===== config.mk =====
export PLATFORM = sky130hd
export DESIGN_NAME = async_reg
export DESIGN_NICKNAME = d
export VERILOG_FILES = /design/src/rtl/async_reg.sv
export SDC_FILE = /design/constraint.sdc
export NUM_CORES = 1
export LEC_CHECK = 0
export ABC_AREA = 0
export CELL_PAD_IN_SITES_DETAIL_PLACEMENT = 1
export CELL_PAD_IN_SITES_GLOBAL_PLACEMENT = 1
export CORE_AREA = 2 2 39 41
export CTS_BUF_LIST = sky130_fd_sc_hd__clkbuf_2 sky130_fd_sc_hd__clkbuf_4 sky130_fd_sc_hd__clkbuf_8
export DETAILED_ROUTE_END_ITERATION = 16
export DIE_AREA = 0 0 41 43
export PLACE_DENSITY = 0.61
export SETUP_SLACK_MARGIN = 0.05
export SYNTH_ARGS = -nofsm -noshare
export SYNTH_HDL_FRONTEND = slang
export SYNTH_SLANG_ARGS = --single-unit

===== constraint.sdc =====
create_clock -name clk -period 0.8 [get_ports clk]
set_input_delay 0.16 -clock clk [delete_from_list [all_inputs] [get_ports clk]]
set_output_delay 0.16 -clock clk [all_outputs]
set_load 0.01 [all_outputs]

===== src/rtl/async_reg.sv =====
`timescale 1ns/1ps
// async_reg: parameterised holding register. Reset asserts asynchronously
// and releases through a short synchroniser so capture restarts on a known edge.
module async_reg #(
    parameter int unsigned      WIDTH           = 8,
    parameter logic [WIDTH-1:0] RESET_VALUE     = '0,
    parameter int unsigned      RST_SYNC_STAGES = 2
) (
    input  logic             clk,
    input  logic             rst,
    input  logic [WIDTH-1:0] data_in,
    output logic [WIDTH-1:0] data_out
);

    logic             w_rst_i;
    logic [WIDTH-1:0] r_data;

    generate
        if (WIDTH < 1 || WIDTH > 64) begin : g_bad_width
            $error("async_reg: WIDTH must be 1..64");
        end
        if (RST_SYNC_STAGES > 4) begin : g_bad_depth
            $error("async_reg: RST_SYNC_STAGES must be 0..4");
        end

        if (RST_SYNC_STAGES == 0) begin : g_raw_rst
            assign w_rst_i = rst;
        end else begin : g_sync_rst
            // Every stage is set by rst; zeros ripple toward the top bit.
            logic [RST_SYNC_STAGES-1:0] r_sync;

            always_ff @(posedge clk or posedge rst) begin
                if (rst) begin
                    r_sync <= {RST_SYNC_STAGES{1'b1}};
                end else begin
                    r_sync <= r_sync << 1;
                end
            end

            assign w_rst_i = r_sync[RST_SYNC_STAGES-1];
        end
    endgenerate

    always_ff @(posedge clk or posedge w_rst_i) begin
        if (w_rst_i) begin
            r_data <= RESET_VALUE;
        end else begin
            r_data <= data_in;
        end
    end

    assign data_out = r_data;

endmodule


## Word level (Yosys, flattened, before mapping)

Index checks and enable logic that the tools add are counted.

| storage, ports and cells | value |
|---|---|
| output and inout port bits | 8 |
| register bits after elaboration | 10 |
| input port bits | 10 |
| word-level logic and storage cells | 2 |

## Longest topological paths before layout

| depth | value |
|---|---|
| word-level depth | 0 |
| depth in mapped cells | 1 |
| depth with buffers taken out | 1 |

## Least setup slack after synthesis

No wires, ideal clock.

| path | value |
|---|---|
| kind | flip-flop to flip-flop |
| start | register g_sync_rst.r_sync[0] |
| end | register g_sync_rst.r_sync[1] |
| required time | 0.741 ns |
| setup time | 0.059 ns |
| cell stages (with the launch flop) | 1 |
| arrival time | 0.489 ns |
| path slack | 0.252 ns |
| buffers on the path | 0 |
| clock period less this slack | 0.548 ns |
| path through | dfstp_2 |

RTL lines:

| element | RTL line | RTL |
|---|---|---|
| start, declared | 30 | `logic [RST_SYNC_STAGES-1:0] r_sync;` |
| start signal, assigned | 34 | `r_sync <= {RST_SYNC_STAGES{1'b1}};` |
| start signal, assigned | 36 | `r_sync <= r_sync << 1;` |

No word-level cell between the ends.

## Worst setup path in the final report

| path | value |
|---|---|
| start | register r_data[5] (netlist: data_out[5]) |
| end | output port data_out[5] |

RTL lines:

| element | RTL line | RTL |
|---|---|---|
| start, declared | 16 | `logic [WIDTH-1:0] r_data;` |
| start signal, assigned | 48 | `r_data <= data_in;` |
| end, declared | 12 | `output logic [WIDTH-1:0] data_out` |

No word-level cell between the ends.

==> results.sh <==
export IMPL_r2r_setup_slack_ps=230
export IMPL_ant_nets=0
export IMPL_crit_path_max_fanout=1
export IMPL_period_needed_ps=909
export IMPL_cp_data_required_time_ps=640
export IMPL_drt_pass1_iterations=1
export IMPL_vias=173
export IMPL_synth_seq_cells=10
export IMPL_routed_wl_met2_um=279
export IMPL_die_w_um=41
export IMPL_drt_first_iter_violations=0
export IMPL_cp_cell_sequence="buf_6"
export IMPL_cts_sinks=10
export IMPL_syn_num_nets=23
export IMPL_startpoint="data_out[5]"
export IMPL_endpoint_kind="output port"
export IMPL_diodes=0
export IMPL_worstPathArrival_ps=750
export IMPL_mostFrequentLayoutCells="clkdlybuf4s50_1, dfrtp_1, buf_6"
export IMPL_initial_core_util_pct=19.1
export IMPL_setup_viol=8
export IMPL_yosys_area_top_type="dfrtp_1"
export IMPL_drive_above_1_share_pct=39.4
export IMPL_grt_overflow=0
export IMPL_fin_crit_sh_pct=114
export IMPL_antenna_found_initial=0
export IMPL_layout_nets=45
export IMPL_io_pins=18
export IMPL_synth_cell_types=4
export IMPL_clk_pin_slew_ps=60
export IMPL_syn_area_um2=264
export IMPL_ir_drop_uv=725
export IMPL_cts_made_buffers=3
export IMPL_fill_cells=156
export IMPL_fin_ws_ps=-109
export IMPL_netlist_instances=13
export IMPL_port_buffers=17
export IMPL_netlist_area_leader_share_pct=75.8
export IMPL_viasPerCell=3.53
export IMPL_dp_hpwl_um=495
export IMPL_finalHoldViolations=0
export IMPL_final_common_cell="clkdlybuf4s50_1"
export IMPL_grt_max_degree=9
export IMPL_ys_warn_count=0
export IMPL_htreeDepth=1
export IMPL_crit_buf_inv=1
export IMPL_hp_class="flip-flop to asynchronous set/reset pin"
export IMPL_critPathMaxStageDelay_ps=380
export IMPL_grt_usage_pct=9.89
export IMPL_grt_pass1_wl_um=993
export IMPL_critical_path_slowest_cell="dfrtp_1"
export IMPL_path_delay_family="flip-flops"
export IMPL_critPathLaunchType="flip-flop"
export IMPL_status="complete, but fails checks"
export IMPL_violations="setup timing"
export IMPL_clkLatencyLatePin_ps=250
export IMPL_dr_wl_met3_um=104
export IMPL_dieArea_um2=1760
export IMPL_ys_seq_area_share_pct=95.7
export IMPL_p_leak_nw=0.219
export IMPL_maxCapViolCount=0
export IMPL_coreArea_um2=1380
export IMPL_ys_top_cells_by_area="dfrtp_1, dfstp_2, inv_1"
export IMPL_rsz0062_at_grt="yes"
export IMPL_p_total_uw=964
export IMPL_reg2reg_to="g_sync_rst.r_sync[1]"
export IMPL_r2r_start="g_sync_rst.r_sync[0]"
export IMPL_clockBufferDepth=2
export IMPL_wl_per_cell_um=12.3
export IMPL_clock_skew_ps=2.98
export IMPL_post_cts_setup_buffers=0
export IMPL_areaGrowthSynthToFinish_pct=77.3
export IMPL_tritoncts="built"
export IMPL_path_class="flip-flop to output port"
export IMPL_fp_dieH_um=43
export IMPL_gp_congestion=0.533
export IMPL_tns_ps=-824
export IMPL_routed_wl_um=601
export IMPL_met1_length_um=217
export IMPL_cts_root_buf="clkbuf_4"
export IMPL_reg2reg_depth=0
export IMPL_grt_pass1_vias=232
export IMPL_drc=0
export IMPL_slew_viol_final=0
export IMPL_dr_max_layer_used="met3"
export IMPL_postSynthAreaPerCell_um2=20.3
export IMPL_fmax_mhz=1100
export IMPL_row_count=14
export IMPL_finish_utilization_pct=33.8
export IMPL_power_density_nw_per_um2=2060
## cell families after synthesis
group / after synthesis / share of synthesized area, %
flip-flops: 10 / 95.7
buffers and inverters: 2 / 2.84
other: 1 / 1.42
## report_power, final
| group | internal, mW | switching (mW) |
|---|---|---|
| combinational | 0.0671 | 0.0348 |
| clock | 0.172 | 0.145 |
| sequential | 0.536 | 0.00963 |
| total | 0.775 | 0.189 |
## layout make-up
class	instances	area, um2	area share [%]
sequential	10	253	54.0
timing repair buffer	17	161	34.5
clock buffer	3	22.5	4.81
tap	16	20.0	4.28
inverter	2	7.51	1.60
multi-input combinational	1	3.75	0.802
## what timing repair did
item	CTS	global route
hold buffers	0	0
endpoints found under the setup margin	8	8
resized for setup	32	5
## metrics by stage
| stage | area (um2) | worst slack (ps) | std cells | hold slack, ps |
|---|---|---|---|---|
| after global placement | 454 | -196 | 46 | 183 |
| after CTS | 437 | -126 | 49 | 206 |
| after global routing | 468 | -156 | 49 | 227 |
| final | 468 | -109 | 49 | 190 |
| after floorplan | 264 | 252 | 13 | 71.5 |
| after detailed placement | 454 | -211 | 46 | 200 |
## worst max path at each step
stage	cells after the start	endpoint	slack, ps
2_1_floorplan	0	g_sync_rst.r_sync[1]	250
3_3_place_gp	1	data_out[5]	-200
3_5_place_dp	1	data_out[1]	-210
4_1_cts	1	data_out[1]	-130
5_1_grt	1	data_out[3]	-160
6_report	1	data_out[5]	-110
## routing by layer
metal,up-vias,track usage [%]
met5,-,0
met4,0,10.0
met3,0,7.85
met2,18,13.4
met1,80,8.11
li1,75,-
## cell usage after synthesis (all sizes together)
library cell,instances
dfstp,2
conb,1
inv,2
dfrtp,8
## sequential cells by signal (all words and copies together), names as in the netlist
| register | cells |
|---|---|
| g_sync_rst.r_sync | 2 |
| data_out | 8 |
Power figures use the tool's default switching activity.
